$ cat config.mk
export PLATFORM = sky130hd
export DESIGN_NAME = elastic_reg_sv
export DESIGN_NICKNAME = d
export VERILOG_FILES = /design/src/rtl/elastic_reg_pkg.sv /design/src/rtl/elastic_stage_sv.sv /design/src/rtl/elastic_reg_sv.sv
export SDC_FILE = /design/constraint.sdc
export NUM_CORES = 1
export LEC_CHECK = 0
export BUFFER_PORTS_ARGS = -buffer_cell sky130_fd_sc_hd__buf_2
export CAP_MARGIN = 20
export CORE_MARGIN = 2
export CORE_UTILIZATION = 35
export CTS_BUF_LIST = sky130_fd_sc_hd__clkbuf_8
export DETAILED_ROUTE_END_ITERATION = 8
export GPL_ROUTABILITY_DRIVEN = 0
export SETUP_SLACK_MARGIN = 0.4
export SYNTH_ARGS = -nofsm -noshare
export SYNTH_HDL_FRONTEND = slang
export SYNTH_SLANG_ARGS = --single-unit
export TNS_END_PERCENT = 10
$ cat constraint.sdc
create_clock -name clk -period 4.3 [get_ports clk]
set_input_delay 0 -clock clk [delete_from_list [all_inputs] [get_ports clk]]
set_output_delay 0 -clock clk [all_outputs]
set_load 0.01 [all_outputs]
$ cat src/rtl/elastic_reg_pkg.sv
// Shared types and helpers for the elastic register slice.
package elastic_reg_pkg;

  typedef enum logic [1:0] {
    ST_EMPTY = 2'd0,
    ST_BUSY  = 2'd1,
    ST_FULL  = 2'd2
  } stage_state_t;

  // Occupancy counter width: must represent 0..2*depth inclusive.
  function automatic int occ_width(input int depth);
    return $clog2(2 * depth + 1);
  endfunction

endpackage

$ cat src/rtl/elastic_stage_sv.sv
// One two-entry skid stage; ready is a pure function of the local state register.
module elastic_stage_sv
  import elastic_reg_pkg::*;
#(
  parameter int WIDTH = 8
) (
  input  logic             clk,
  input  logic             resetn,
  input  logic             clr,
  input  logic [WIDTH-1:0] in_data,
  input  logic             in_valid,
  output logic             in_ready,
  output logic [WIDTH-1:0] out_data,
  output logic             out_valid,
  input  logic             out_ready
);

  stage_state_t     r_state;
  stage_state_t     w_state_nxt;
  logic [WIDTH-1:0] r_main;
  logic [WIDTH-1:0] r_skid;
  logic             w_accept;
  logic             w_take;
  logic             w_ld_main;
  logic             w_ld_skid;
  logic             w_main_from_skid;

  assign in_ready  = (r_state == ST_EMPTY) || (r_state == ST_BUSY);
  assign out_valid = (r_state == ST_BUSY)  || (r_state == ST_FULL);
  assign out_data  = r_main;
  assign w_accept  = in_valid && in_ready;
  assign w_take    = out_valid && out_ready;

  always_comb begin
    w_state_nxt      = r_state;
    w_ld_main        = 1'b0;
    w_ld_skid        = 1'b0;
    w_main_from_skid = 1'b0;
    // A flush suppresses every transfer on this edge.
    if (clr) begin
      w_state_nxt = ST_EMPTY;
    end else begin
      case (r_state)
        ST_EMPTY: begin
          if (w_accept) begin
            w_state_nxt = ST_BUSY;
            w_ld_main   = 1'b1;
          end
        end
        ST_BUSY: begin
          if (w_accept && w_take) begin
            w_ld_main = 1'b1;
          end else if (w_accept) begin
            w_state_nxt = ST_FULL;
            w_ld_skid   = 1'b1;
          end else if (w_take) begin
            w_state_nxt = ST_EMPTY;
          end
        end
        ST_FULL: begin
          if (w_take) begin
            w_state_nxt      = ST_BUSY;
            w_main_from_skid = 1'b1;
          end
        end
        default: w_state_nxt = ST_EMPTY;
      endcase
    end
  end

  always_ff @(posedge clk or negedge resetn) begin
    if (!resetn) begin
      r_state <= ST_EMPTY;
    end else begin
      r_state <= w_state_nxt;
    end
  end

  always_ff @(posedge clk or negedge resetn) begin
    if (!resetn) begin
      r_main <= '0;
      r_skid <= '0;
    end else begin
      if (w_ld_main) begin
        r_main <= in_data;
      end else if (w_main_from_skid) begin
        r_main <= r_skid;
      end
      if (w_ld_skid) begin
        r_skid <= in_data;
      end
    end
  end

endmodule

$ cat src/rtl/elastic_reg_sv.sv
// DEPTH-stage elastic register slice built from skid stages.
// Optional occupancy output enabled by defining ELASTIC_REG_OCC_EN.
module elastic_reg_sv
  import elastic_reg_pkg::*;
#(
  parameter int WIDTH = 8,
  parameter int DEPTH = 2
) (
  input  logic             clk,
  input  logic             resetn,
  input  logic             clr,
  input  logic [WIDTH-1:0] in_data,
  input  logic             in_valid,
  output logic             in_ready,
  output logic [WIDTH-1:0] out_data,
  output logic             out_valid,
  input  logic             out_ready
`ifdef ELASTIC_REG_OCC_EN
  ,
  output logic [occ_width(DEPTH)-1:0] occ
`endif
);

  logic [WIDTH-1:0] w_data  [DEPTH+1];
  logic             w_valid [DEPTH+1];
  logic             w_ready [DEPTH+1];

  assign w_data[0]      = in_data;
  assign w_valid[0]     = in_valid;
  assign in_ready       = w_ready[0];
  assign out_data       = w_data[DEPTH];
  assign out_valid      = w_valid[DEPTH];
  assign w_ready[DEPTH] = out_ready;

  for (genvar k = 0; k < DEPTH; k++) begin : g_stage
    elastic_stage_sv #(
      .WIDTH(WIDTH)
    ) u_stage (
      .clk      (clk),
      .resetn   (resetn),
      .clr      (clr),
      .in_data  (w_data[k]),
      .in_valid (w_valid[k]),
      .in_ready (w_ready[k]),
      .out_data (w_data[k+1]),
      .out_valid(w_valid[k+1]),
      .out_ready(w_ready[k+1])
    );
  end

`ifdef ELASTIC_REG_OCC_EN
  localparam int OCC_W = occ_width(DEPTH);

  logic [OCC_W-1:0] r_occ;
  logic             w_in_xfer;
  logic             w_out_xfer;

  assign w_in_xfer  = in_valid && in_ready;
  assign w_out_xfer = out_valid && out_ready;
  assign occ        = r_occ;

  always_ff @(posedge clk or negedge resetn) begin
    if (!resetn) begin
      r_occ <= '0;
    end else if (clr) begin
      r_occ <= '0;
    end else if (w_in_xfer && !w_out_xfer) begin
      r_occ <= r_occ + OCC_W'(1);
    end else if (!w_in_xfer && w_out_xfer) begin
      r_occ <= r_occ - OCC_W'(1);
    end
  end
`endif

endmodule

After elaboration in Yosys (flattened, before gate mapping)
Cells that the tools add are included.
Widths: inputs -> output; s select.
{ "totals": {"register_bits": 36, "wordCells": 69} }
{ "op_classes": {"eq_ne": 12, "n_mux": 36, "reduce_logical": 15} }
{ "ops": {"columns": ["operator", "count"], "rows": [
  ["$mux 8", 4],
  ["$mux 2", 11],
  ["$mux 1", 17],
  ["$pmux 2 s3", 2],
  ["$ne 3x2->1 const B", 3],
  ["$ne 3x3->1 const B", 3],
  ["$reduce_and 4->1", 2],
  ["$logic_and 1x1->1", 5],
  ["$eq 2x1->1 const B", 2],
  ["$eq 2x2->1 const B", 2],
  ["$logic_not 2->1", 2],
  ["$logic_or 1x1->1", 4],
  ["$ne 4x2->1 const B", 1],
  ["$ne 4x3->1 const B", 1],
  ["$pmux 1 s2", 2],
  ["$reduce_bool 2->1", 2]
]} }

Logic depth before layout (Yosys ltp)
{ "depth": {"ltp_word": 8, "ltp_mapped": 7, "mapped_depth_nobuf": 6} }

Hierarchy
Synthesis repeated with hierarchy kept, for this count alone.
{ "hier_totals": {"cells_unflattened": 156, "hier_area_um2": 1826.8} }
{ "modules_own_cells": {"columns": ["module", "instances", "cells_each", "area_per_inst_um2", "seq_area_each_um2"], "rows": [
  ["elastic_stage_sv", 2, 78, 913.4, 450.4]
]} }

Least setup slack after synthesis
OpenSTA, ideal clock, no wires.
{ "synth_timing": {"path_kind": "reg2reg", "start": "register g_stage[0].u_stage.r_state[0]", "end": "register g_stage[0].u_stage.r_main[0]", "setup_ns": 0.125, "arrival_ns": 1.792, "slack_ns": 2.383, "path_stages_with_launch": 8, "n_path_buf": 1, "period_less_slack_ns": 1.917, "cell_sequence": "dfrtp_1 > inv_1 > ha_1 > o21a_4 > and3b_1 > buf_6 > mux2_4 > mux2_4"} }
{ "synth_between": {"elab_chain_cells": 8, "word_cells_on_any_way": 17} }
{ "synth_lines": {"columns": ["element", "line_no", "rtl"], "rows": [
  ["from (decl)", "elastic_stage_sv.sv:18", "stage_state_t r_state;"],
  ["from (signal assigned)", "elastic_stage_sv.sv:75", "r_state <= w_state_nxt;"],
  ["$eq 2x1->1, or another cell as far along", "elastic_stage_sv.sv:28, elastic_stage_sv.sv:29, elastic_stage_sv.sv:43", null],
  ["$logic_or 1x1->1 (on tied branches)", "elastic_stage_sv.sv:28, elastic_stage_sv.sv:29", null],
  ["$logic_and 1x1->1 (on tied branches)", "elastic_stage_sv.sv:31, elastic_stage_sv.sv:32", null],
  ["$logic_and 1x1->1", "elastic_stage_sv.sv:51", "if (w_accept && w_take) begin"],
  ["$mux 1", "elastic_stage_sv.sv:51", null],
  ["$pmux 1 s2", "elastic_stage_sv.sv:43", "case (r_state)"],
  ["$mux 1", "elastic_stage_sv.sv:40", "if (clr) begin"],
  ["$mux 8 / $reduce_bool 2->1 (equally long branches)", null, null],
  ["to (signal assigned)", "elastic_stage_sv.sv:85", "r_main <= in_data;"],
  ["to (signal assigned)", "elastic_stage_sv.sv:87", "r_main <= r_skid;"],
  ["to (decl)", "elastic_stage_sv.sv:20", "logic [WIDTH-1:0] r_main;"]
]} }
Several ways; a longest one is shown, not always the timed one.
A chain may end at the register's enable or synchronous reset.

Final worst setup path
{ "layout_timing": {"start": "register g_stage[0].u_stage.r_state[0]", "end": "register g_stage[0].u_stage.r_main[6]"} }
The elaborated chain is that of the path after synthesis.

==> run metrics <==
pins over their slew limit 0; first-pass GRT wire length 5860 um; Resized Gates After CTS 0; Hold Crit Class input pin to flop; Ys Warns 0; TritonCTS buffer count 5; number of DRC markers in iteration 0 125; postcts setup bufs 0; CTS root buf clkbuf_8; die height 76.7 um; Final Cycle Share 52.0%; Hold Violations, Final 0; antenna fix cells 0; worst path required time 4470 ps; switching power total 453 uW; Max Fclk 447 MHz; number of standard cells after synthesis 141; distinct cell type count after synthesis 31; Die Width 76.7 um; number of max-cap violations 0; router iterations before antenna repair 4; met1 usage 14.8%; Initial Util 36.2%; Setup violations, final 0; Pint 987 uW; area added between synthesis and finish 20.9%; clock sinks 36; post-synthesis sequential area ratio 48.7%; met3 usage 3.06%; gr busiest metal met2; met2 Use GR 21.0%; Non-Filler Instances 248; layout cells sized above 1 39.9%; Yosys reg bits 36; dpl cell area 0.00203 mm2; hold buffer count at CTS 10; Crit path arrival time 2400 ps; Slew @ Worst Pin 773 ps; CTS tree done; unrepaired setup endpoints after global routing no; Syn Area/Cell 13.1 um2; Post-DRT Antenna Nets 0; routed len/inst 13.5 um; worst vdd ir 0.164 mV; area share of the largest cell type after synthesis 48.7%; Cell Area, Synth 0.00185 mm2; kind of critical path flop to flop; minimum clock period 2240 ps; Reg power frac 41.5%; CP peak stage delay 500 ps; worst-skew pair later-pin latency 280 ps; Clk pwr share 19.8%; Post-Route Setup TNS 0 ps; largest fanout on the critical path 8; Placeable Area 0.00511 mm2; overall routing resource usage 12.6%; CTS clk-pin slew, worst paths 60 ps; Die ar. 0.00588 mm2; hpwl dp 2480 um; Synth area leader dfrtp_1; clk_skew 6.67 ps; site row count 26; routed vias/inst 4.82; PwrDens 644 mW/mm2; DP Cell Count 230; Switching Fraction 31.5%; Rel. slew slack 48.4%; P_leak 1.09 nW; layout net count 198; Filler Cells Inserted 480; Crit. End Element flop; pin count of the biggest net entering global routing 37; worst path cell trace inv_1, ha_1, o21a_4, and3b_1, mux2_4, mux2_4; Net Count, Synth 162; vias in the first global route 1242; clock buffer depth 2; initial antenna violation count 0; cell area after layout 0.00223 mm2; crit path launch type flop; io pins 23; CP max-delay cell and3b_1; Comb power frac 38.7%; Critical Path Most Common Cell mux2_4; via count 1196; CTS H-tree depth 2; status completed; Routed WL 3360 um; # DRC 0; synth top area cells dfrtp_1 (49%), mux2_4 (13%), mux2_2 (10%); grt ovf 0; Port Buffer Count 22
==> sequential cells by signal (all words and copies together) (netlist names) <==
name and count:
g_stage.u_stage.r_skid 16, g_stage.u_stage.out_data 16, g_stage.u_stage.r_state 4
==> power groups by stage <==
stage,combinational (mW),sequential (mW),clock [mW]
after floorplan,0.419,0.587,0
after global placement,0.526,0.592,0
after detailed placement,0.553,0.606,0
after CTS,0.562,0.599,0.292
after global routing,0.621,0.621,0.309
final,0.557,0.598,0.285
==> synth_stat cells (all sizes together) <==
cell	n
or2	1
or4	1
and2b	1
and3	1
inv	5
buf	4
nand2	10
o21a	2
nand4b	1
ha	8
or3	1
a32oi	1
nor2	4
a31oi	1
mux2	33
mux2i	9
o31a	1
and3b	1
a21oi	3
o21ai	12
nand3	1
dfrtp	36
o22ai	1
nor3b	2
nor2b	1
==> kinds of logic after synthesis <==
logic type,count (synthesis),share of synthesized area (%)
AO/OA/AOI/OAI,21,7.58
adder cells (fa/ha/maj),8,5.42
buffers and inverters,9,2.44
flip-flops,36,48.7
multiplexers,42,28.2
AND/OR/NAND/NOR,25,7.58
==> cells in the final DEF (no fill, tap or decap), drive strengths merged, types with 2 or more instances in the layout <==
| master | instances |
|---|---|
| clkbuf | 5 |
| a21oi | 3 |
| mux2 | 33 |
| nor3b | 2 |
| nand2 | 10 |
| inv | 6 |
| ha | 8 |
| o21a | 2 |
| nor2 | 4 |
| dfrtp | 36 |
| mux2i | 9 |
| dlygate4sd3 | 10 |
| o21ai | 12 |
| buf | 23 |
==> path summary, 6_finish.rpt <==
| path | startpoint | depth (start not counted) | to | slack, ps |
|---|---|---|---|---|
| min | in_valid | 5 | g_stage[0].u_stage.r_state[1]$_DFFE_PN0P_ | 260 |
| max reg2reg | g_stage[0].u_stage.r_state[0]$_DFFE_PN0P_ | 6 | g_stage[0].u_stage.out_data[6]$_DFFE_PN0P_ | 2060 |
| max in group asynchronous | resetn | 2 | g_stage[1].u_stage.out_data[4]$_DFFE_PN0P_ | 3480 |
| min in group asynchronous | resetn | 2 | g_stage[0].u_stage.r_state[0]$_DFFE_PN0P_ | 330 |
| min reg2reg | g_stage[0].u_stage.r_skid[5]$_DFFE_PN0P_ | 1 | g_stage[0].u_stage.r_skid[5]$_DFFE_PN0P_ | 510 |
| max | g_stage[0].u_stage.r_state[0]$_DFFE_PN0P_ | 6 | g_stage[0].u_stage.out_data[6]$_DFFE_PN0P_ | 2060 |
==> cell type report <==
class,count,area [um2],area share (%)
Tap cell,70,87.6,3.92
Multi-Input combinational cell,96,902,40.4
Timing Repair Buffer,33,218,9.74
Sequential cell,36,901,40.3
Clock buffer,5,68.8,3.08
Inverter,5,18.8,0.840
Clock inverter,3,38.8,1.74
==> layer usage <==
layer / vias up / wire length [um]
li1: 573 / -
met1: 580 / 1470
met2: 34 / 1660
met3: 9 / 136
met4: 0 / 95
met5: - / 0
==> worst max-delay path, delay by kind of cell (launching register included) <==
family | cells | cell delay, ps
AOI/OAI and AO/OA | 1 | 170
buffers and inverters | 1 | 80
adders and majority gates | 1 | 370
DFF | 1 | 410
muxes | 2 | 600
and+or+nand+nor | 1 | 500
==> per-stage QoR <==
step	hold slack [ps]	util, %	worst slack (ps)	power, mW
after floorplan	-296	-	2380	1.01
after global placement	106	39.7	2140	1.12
after detailed placement	127	39.7	2070	1.16
after CTS	262	43.8	2040	1.45
after global routing	295	43.8	1940	1.55
final	262	43.8	2060	1.44
Note: power is estimated with default switching activity, not from simulation.
